--- config.mk ---
export PLATFORM = sky130hd
export DESIGN_NAME = sd_image_stream_writer_flat
export DESIGN_NICKNAME = d
export VERILOG_FILES = /design/src/rtl/sd_image_stream_writer_pkg.sv /design/src/rtl/sd_image_stream_writer_if.sv /design/src/rtl/sd_image_stream_writer_rgb565_pair_packer.sv /design/src/rtl/sd_image_stream_writer.sv /design/src/flat_wrapper.sv
export SDC_FILE = /design/constraint.sdc
export NUM_CORES = 1
export LEC_CHECK = 0
export ABC_AREA = 1
export CAP_MARGIN = 0
export CORE_ASPECT_RATIO = 1.5
export CORE_MARGIN = 8
export CORE_UTILIZATION = 45
export DETAILED_ROUTE_END_ITERATION = 10
export PLACE_DENSITY = 0.69
export SYNTH_ARGS = -nofsm -noshare
export SYNTH_HDL_FRONTEND = slang
export SYNTH_HIERARCHICAL = 1
export SYNTH_SLANG_ARGS = --single-unit
--- constraint.sdc ---
create_clock -name clk -period 4.7 [get_ports clk]
set_clock_uncertainty 0.2 [all_clocks]
set_input_delay 0.94 -clock clk [delete_from_list [all_inputs] [get_ports clk]]
set_output_delay 0.94 -clock clk [all_outputs]
set_load 0.02 [all_outputs]
--- src/rtl/sd_image_stream_writer_pkg.sv ---
// sd_image_stream_writer_pkg: shared states, frame geometry and RGB565 pixel layout
package sd_image_stream_writer_pkg;
  localparam int FRAME_W = 320;
  localparam int FRAME_H = 240;
  localparam int FRAME_PIXELS = FRAME_W * FRAME_H;
  localparam int FRAME_BYTES = 2 * FRAME_PIXELS;
  typedef enum logic [2:0] {
    IDLE  = 3'd0,
    SKIP  = 3'd1,
    PIXEL = 3'd2,
    TAIL  = 3'd3,
    DONE  = 3'd4
  } state_t;
  typedef struct packed {
    logic [4:0] r;
    logic [5:0] g;
    logic [4:0] b;
  } rgb565_t;
  function automatic rgb565_t pack_pair(input logic [7:0] first, input logic [7:0] second, input logic hi_first);
    return hi_first ? rgb565_t'({first, second}) : rgb565_t'({second, first});
  endfunction
endpackage

--- src/rtl/sd_image_stream_writer_if.sv ---
// sd_image_stream_writer_if: SD byte stream in, frame-buffer write port out
// master = SD controller / frame buffer side, slave = the writer
interface sd_image_stream_writer_if #(parameter int ADDR_W = 17);
  logic [7:0] sd_data;
  logic sd_valid;
  logic sd_read_done;
  logic fb_we;
  logic [ADDR_W-1:0] fb_addr;
  logic [15:0] fb_data;
  modport master (output sd_data, sd_valid, sd_read_done, input fb_we, fb_addr, fb_data);
  modport slave (input sd_data, sd_valid, sd_read_done, output fb_we, fb_addr, fb_data);
endinterface

--- src/rtl/sd_image_stream_writer_rgb565_pair_packer.sv ---
// rgb565_pair_packer: pairs bytes into RGB565 pixels with a registered write strobe
// ports: clk, reset_n, clr (reset phase), byte_valid/din in; phase, pix_we, pix out
module rgb565_pair_packer
  import sd_image_stream_writer_pkg::*;
#(
  parameter int HI_BYTE_FIRST = 1
) (
  input  logic clk,
  input  logic reset_n,
  input  logic clr,
  input  logic byte_valid,
  input  logic [7:0] din,
  output logic phase,
  output logic pix_we,
  output rgb565_t pix
);
  logic [7:0] held;
  always_ff @(posedge clk or negedge reset_n)
    if (!reset_n) begin
      phase <= 1'b0;
      held <= '0;
      pix_we <= 1'b0;
      pix <= '0;
    end else begin
      pix_we <= byte_valid && phase;
      phase <= !clr && (byte_valid ? !phase : phase);
      if (byte_valid && !phase) held <= din;
      if (byte_valid && phase) pix <= pack_pair(held, din, HI_BYTE_FIRST != 0);
    end
endmodule

--- src/rtl/sd_image_stream_writer.sv ---
// sd_image_stream_writer: SD byte stream to frame-buffer pixel writer
// ports: clk, reset_n, start, abort in; bus (slave) stream/write port;
//        busy, frame_done, err_short, err_timeout, pixel_count out
module sd_image_stream_writer #(
  parameter int FRAME_W = 320,
  parameter int FRAME_H = 240,
  parameter int ADDR_W = 17,
  parameter int HEADER_BYTES = 0,
  parameter int HI_BYTE_FIRST = 1,
  parameter int TIMEOUT_CYCLES = 1000000,
  parameter int TO_W = 20
) (
  input  logic clk,
  input  logic reset_n,
  input  logic start,
  input  logic abort,
  sd_image_stream_writer_if.slave bus,
  output logic busy,
  output logic frame_done,
  output logic err_short,
  output logic err_timeout,
  output logic [ADDR_W-1:0] pixel_count
);
  import sd_image_stream_writer_pkg::*;
  localparam int PIXELS = FRAME_W * FRAME_H;
  localparam int HW = $clog2(HEADER_BYTES + 2);
  state_t state, nxt;
  logic [HW-1:0] hdr_cnt;
  logic [TO_W-1:0] to_cnt;
  logic [ADDR_W-1:0] addr_q;
  logic active, acc, go, bv, last, to_hit, set_short, set_to, phase, pix_we;
  rgb565_t pix;
  assign active = state inside {SKIP, PIXEL, TAIL};
  assign acc = active && bus.sd_valid;
  assign go = state == IDLE && start && !abort;
  assign bv = state == PIXEL && bus.sd_valid && !abort;
  // the last pixel is recognised when its second byte arrives; its write lands a cycle later
  assign last = acc && state == PIXEL && phase && pixel_count == ADDR_W'(PIXELS - 1);
  assign to_hit = !acc && to_cnt == TO_W'(TIMEOUT_CYCLES - 1);
  assign busy = state != IDLE;
  assign frame_done = state == DONE;
  assign bus.fb_we = pix_we;
  assign bus.fb_data = pix;
  assign bus.fb_addr = addr_q;
  rgb565_pair_packer #(.HI_BYTE_FIRST(HI_BYTE_FIRST)) u_pack (
    .clk, .reset_n, .clr(go), .byte_valid(bv), .din(bus.sd_data), .phase, .pix_we, .pix
  );
  always_comb begin
    nxt = state;
    set_short = 1'b0;
    set_to = 1'b0;
    case (state)
      IDLE: if (go) nxt = HEADER_BYTES > 0 ? SKIP : PIXEL;
      SKIP:
        if (bus.sd_read_done) set_short = 1'b1;
        else if (acc && hdr_cnt == HW'(HEADER_BYTES - 1)) nxt = PIXEL;
        else if (to_hit) set_to = 1'b1;
      PIXEL:
        if (last) nxt = bus.sd_read_done ? DONE : TAIL;
        else if (bus.sd_read_done) set_short = 1'b1;
        else if (to_hit) set_to = 1'b1;
      TAIL:
        if (bus.sd_read_done) nxt = DONE;
        else if (to_hit) set_to = 1'b1;
      DONE: nxt = IDLE;
      default: nxt = IDLE;
    endcase
    if (set_short || set_to) nxt = IDLE;
    if (abort && state != IDLE) begin
      nxt = IDLE;
      set_short = 1'b0;
      set_to = 1'b0;
    end
  end
  always_ff @(posedge clk or negedge reset_n)
    if (!reset_n) begin
      state <= IDLE;
      hdr_cnt <= '0;
      to_cnt <= '0;
      addr_q <= '0;
      pixel_count <= '0;
      err_short <= 1'b0;
      err_timeout <= 1'b0;
    end else begin
      state <= nxt;
      hdr_cnt <= go ? '0 : (acc && state == SKIP) ? hdr_cnt + 1'b1 : hdr_cnt;
      to_cnt <= (acc || nxt != state || !active) ? '0 : to_cnt + 1'b1;
      addr_q <= go ? '0 : (bv && phase) ? pixel_count : addr_q;
      pixel_count <= go ? '0 : pix_we ? pixel_count + 1'b1 : pixel_count;
      err_short <= !go && (err_short || set_short);
      err_timeout <= !go && (err_timeout || set_to);
    end
endmodule

--- src/flat_wrapper.sv ---
// flat-port wrapper written by rule: the top's interface ports become plain ports
module sd_image_stream_writer_flat import sd_image_stream_writer_pkg::*;
#(
  parameter int FRAME_W = 320,
  parameter int FRAME_H = 240,
  parameter int ADDR_W = 17,
  parameter int HEADER_BYTES = 0,
  parameter int HI_BYTE_FIRST = 1,
  parameter int TIMEOUT_CYCLES = 1000000,
  parameter int TO_W = 20
)
  (clk, reset_n, start, abort, busy, frame_done, err_short, err_timeout, pixel_count, bus_sd_data, bus_sd_valid, bus_sd_read_done, bus_fb_we, bus_fb_addr, bus_fb_data);
  sd_image_stream_writer_if #(.ADDR_W(ADDR_W)) bus_i ();
  input  logic clk;
  input  logic reset_n;
  input  logic start;
  input  logic abort;
  output logic busy;
  output logic frame_done;
  output logic err_short;
  output logic err_timeout;
  output logic [ADDR_W-1:0] pixel_count;
  input wire logic [$bits(bus_i.sd_data)-1:0] bus_sd_data;
  input wire logic [$bits(bus_i.sd_valid)-1:0] bus_sd_valid;
  input wire logic [$bits(bus_i.sd_read_done)-1:0] bus_sd_read_done;
  output wire logic [$bits(bus_i.fb_we)-1:0] bus_fb_we;
  output wire logic [$bits(bus_i.fb_addr)-1:0] bus_fb_addr;
  output wire logic [$bits(bus_i.fb_data)-1:0] bus_fb_data;
  assign bus_i.sd_data = bus_sd_data;
  assign bus_i.sd_valid = bus_sd_valid;
  assign bus_i.sd_read_done = bus_sd_read_done;
  assign bus_fb_we = bus_i.fb_we;
  assign bus_fb_addr = bus_i.fb_addr;
  assign bus_fb_data = bus_i.fb_data;
  sd_image_stream_writer #(.FRAME_W(FRAME_W), .FRAME_H(FRAME_H), .ADDR_W(ADDR_W), .HEADER_BYTES(HEADER_BYTES), .HI_BYTE_FIRST(HI_BYTE_FIRST), .TIMEOUT_CYCLES(TIMEOUT_CYCLES), .TO_W(TO_W)) u_core (.clk(clk), .reset_n(reset_n), .start(start), .abort(abort), .bus(bus_i), .busy(busy), .frame_done(frame_done), .err_short(err_short), .err_timeout(err_timeout), .pixel_count(pixel_count));
endmodule
==> results.py <==
metrics = {
    "setup_path": {
        "rrSetupSlack_ps": 2210,
        "critical_path.top_delay_family": "buffers and inverters",
        "worstPathRequired_ps": 4720,
        "critPathLaunchType": "input pin",
        "critPathKind": "input pin to flip-flop",
        "critPathCaptureType": "flip-flop",
        "cp.arrival_ps": 2970,
        "cpPeakStageDelay_ps": 700,
        "cp_slowest_cell": "ha_1",
        "path_max_fanout": 18,
        "crit_top_cell": "nand2_1",
        "crit_buf_inv": 2,
        "crit_chain": "clkdlybuf4s50_1, nand2_1, nor2_1, ha_1, inv_6, nand2_1, nand2_1",
    },
    "finish": {
        "fin_nets": 547,
        "diodes": 0,
        "fillers": 792,
        "fin_util": 0.5801,
        "drive_gt1_frac": 0.1517,
        "area_growth_pct": 24.82,
    },
    "logic_synthesis": {
        "synthTopCellsByArea": "dfrtp_1, nand2_1, nor2_2",
        "avgSynthCellArea_um2": 8.900,
        "synth_seq_cells": 86,
        "yosysSeqAreaShare": 0.5246,
        "yosys.area.top_type": "dfrtp_1",
        "synth_cells": 461,
        "synth_top_area_frac": 0.5246,
        "ys.warnings.count": 6,
        "syn_area_um2": 4103,
        "synth_fp_nets": 479,
        "ys_types": 35,
    },
    "routing": {
        "drt_iter0_markers": 132,
        "dr_wl_met3_um": 548,
        "ant_nets": 0,
        "viasPerCell": 4.992,
        "top_layer": "met4",
        "wl_met2_mm": 4.507,
        "wirelength_mm": 9.125,
        "routedWlPerCell_um": 14.17,
        "wl_met1_mm": 3.886,
        "drt_first_pass_iters": 4,
        "dr_total_vias": 3215,
        "drcViolationCount": 0,
    },
    "clock_network": {
        "hold_buffers": 0,
        "cts_root_buf": "clkbuf_16",
        "cts_tree": "yes",
        "cts_buffers": 9,
        "htreeDepth": 3,
        "clk_pin_slew_ps": 60,
        "cts.sinks": 86,
        "clock_latency_ps": 330,
        "clockBufferDepth": 2,
        "cts_setup_buffers": 0,
        "cts_resized": 0,
    },
    "power": {
        "p_leak_nw": 2.325,
        "share_seq_of_total_power": 0.432,
        "p_switching_mw": 0.6858,
        "p_per_area_nw_per_um2": 425.9,
        "p_int_mw": 1.495,
        "p_sw_frac": 0.3145,
        "clock_power_share": 0.309,
        "ir_worst_vdd_mv": 0.2313,
        "power_frac_comb": 0.258,
    },
    "floorplanning": {
        "top_level_ports": 69,
        "row_count": 42,
        "core_area_um2": 8828,
        "initial_core_util": 0.4647,
        "fp.dieH_um": 132.9,
        "die_w_um": 93.96,
        "die_area_um2": 12490,
    },
    "flow_run": {
        "max-cap-violations": 0,
    },
    "sta": {
        "fin_crit_sh": 0.6273,
        "fmaxAchievable_ghz": 0.3392,
        "worst_pin_slew_ps": 1066,
        "setup-violations-final": 0,
        "grt_setup_unrepaired": "no",
        "setup_tns_ps": 0,
        "hold_viol": 0,
        "slew_headroom": 0.2891,
        "maxSlewViolCount": 0,
        "post-route-min-period_ps": 2948,
    },
    "worst_hold_path": {
        "hold_class": "flip-flop to flip-flop",
    },
    "global_routing": {
        "grt_start_max_net_pins": 87,
        "antenna_found_initial": 0,
        "grt_pass1_vias": 3333,
        "track_usage": 0.1560,
        "grt_overflow_total": 0,
        "grt_pass1_wl_mm": 15.66,
    },
    "placement": {
        "io_buffers": 68,
        "dp_hpwl_mm": 6.484,
        "gp_congestion": 0.8212,
    },
    "run_status": {
        "status": "completed",
    },
}
[cell usage in the layout (no fill, tap or decap), types with 3 or more instances in the layout]
cell	netlist	final
nand4_1	5	5
nor3_1	12	12
clkbuf_16	0	9
inv_1	36	36
nand2_2	12	12
ha_1	4	4
o21a_1	3	3
xor2_1	14	14
nor2_2	26	26
nand3_2	4	4
a21oi_1	13	13
o21ai_1	13	13
xnor2_1	5	5
nand3_1	32	32
clkbuf_8	0	3
nand2_1	120	120
dfrtp_1	86	86
o21ai_0	11	11
nor2_1	24	24
nor2_4	3	3
inv_2	10	10
clkdlybuf4s50_1	0	67
nand2_4	4	4
[cell type report]
type	count	area (um2)	area share
Clock buffer	13	270.3	0.05277
Clock inverter	3	17.52	0.003420
Inverter	48	185.2	0.03616
Multi-Input combinational cell	315	1673	0.3267
Sequential cell	86	2152	0.4202
Tap cell	110	137.6	0.02688
Timing Repair Buffer	69	685.7	0.1339
[layer usage]
metal  vias to the layer above  GRT usage
met4                         0    0.07706
li1                       1597          -
met1                      1529     0.1791
met3                        14    0.04700
met5                         -          0
met2                        75     0.2543
[worst min-delay path, delay by kind of cell (launching register included)]
family        cells  cell delay, ps
flops             1             340
simple gates      2             100
[kinds of logic after synthesis]
logic type	Yosys count	share of synthesized area
xor+xnor	19	0.04056
compound gates	45	0.06222
flops	86	0.5245
simple gates	247	0.2928
fa+ha+maj	4	0.01220
buf+inv	60	0.06770
[registers in the layout, indices dropped and copies added, names as in the netlist]
name,flops
u_core/bus.fb_addr,17
u_core/u_pack/pix,16
u_core/err_timeout,1
u_core/pixel_count,17
u_core/u_pack/phase,1
u_core/u_pack/held,8
u_core/state,3
u_core/hdr_cnt,1
u_core/u_pack/pix_we,1
u_core/to_cnt,20
u_core/err_short,1
[final timing paths]
check | startpoint | end | cells after the start
max in group asynchronous | reset_n | u_core/u_pack/pix[6]$_DFFE_PN0P_ | 1
min in group asynchronous | reset_n | u_core/pixel_count[4]$_DFFE_PN0P_ | 1
min reg2reg | u_core/u_pack/pix[6]$_DFFE_PN0P_ | u_core/u_pack/pix[6]$_DFFE_PN0P_ | 2
min | u_core/u_pack/pix[6]$_DFFE_PN0P_ | u_core/u_pack/pix[6]$_DFFE_PN0P_ | 2
max | bus_sd_valid | u_core/u_pack/pix[3]$_DFFE_PN0P_ | 7
max reg2reg | u_core/state[2]$_DFF_PN0_ | u_core/u_pack/pix[3]$_DFFE_PN0P_ | 9
[stage by stage]
stage	hold slack [ps]	instance area [um2]	cells	setup slack, ps	total power [mW]
after floorplan	241.7	4103	461	2462	1.279
after detailed placement	258.4	4833	628	1362	1.531
after CTS	273.5	5121	644	1681	2.215
after global routing	290.4	5121	644	1594	2.307
final	268.8	5121	644	1752	2.181
after global placement	254.9	4833	628	1404	1.516
[power groups by stage]
stage,clock (mW),combinational (mW),sequential (mW)
floorplan,0,0.238,1.04
global placement,0,0.562,0.953
finish,0.675,0.563,0.943
CTS,0.695,0.575,0.945
detailed placement,0,0.574,0.957
global route,0.732,0.614,0.962
[cell usage after synthesis, drive strengths merged]
library cell / count
o21a: 3
clkbuf: 6
xor2: 14
dfrtp: 86
a21oi: 15
a221oi: 1
nor2: 54
nor3: 12
ha: 4
nand2: 136
o31ai: 1
a31oi: 1
xnor2: 5
nand4: 5
nand3: 36
buf: 6
nor4: 3
o21ai: 24
inv: 47
clkinv: 1
nand3b: 1
Power figures use the tool's default switching activity.
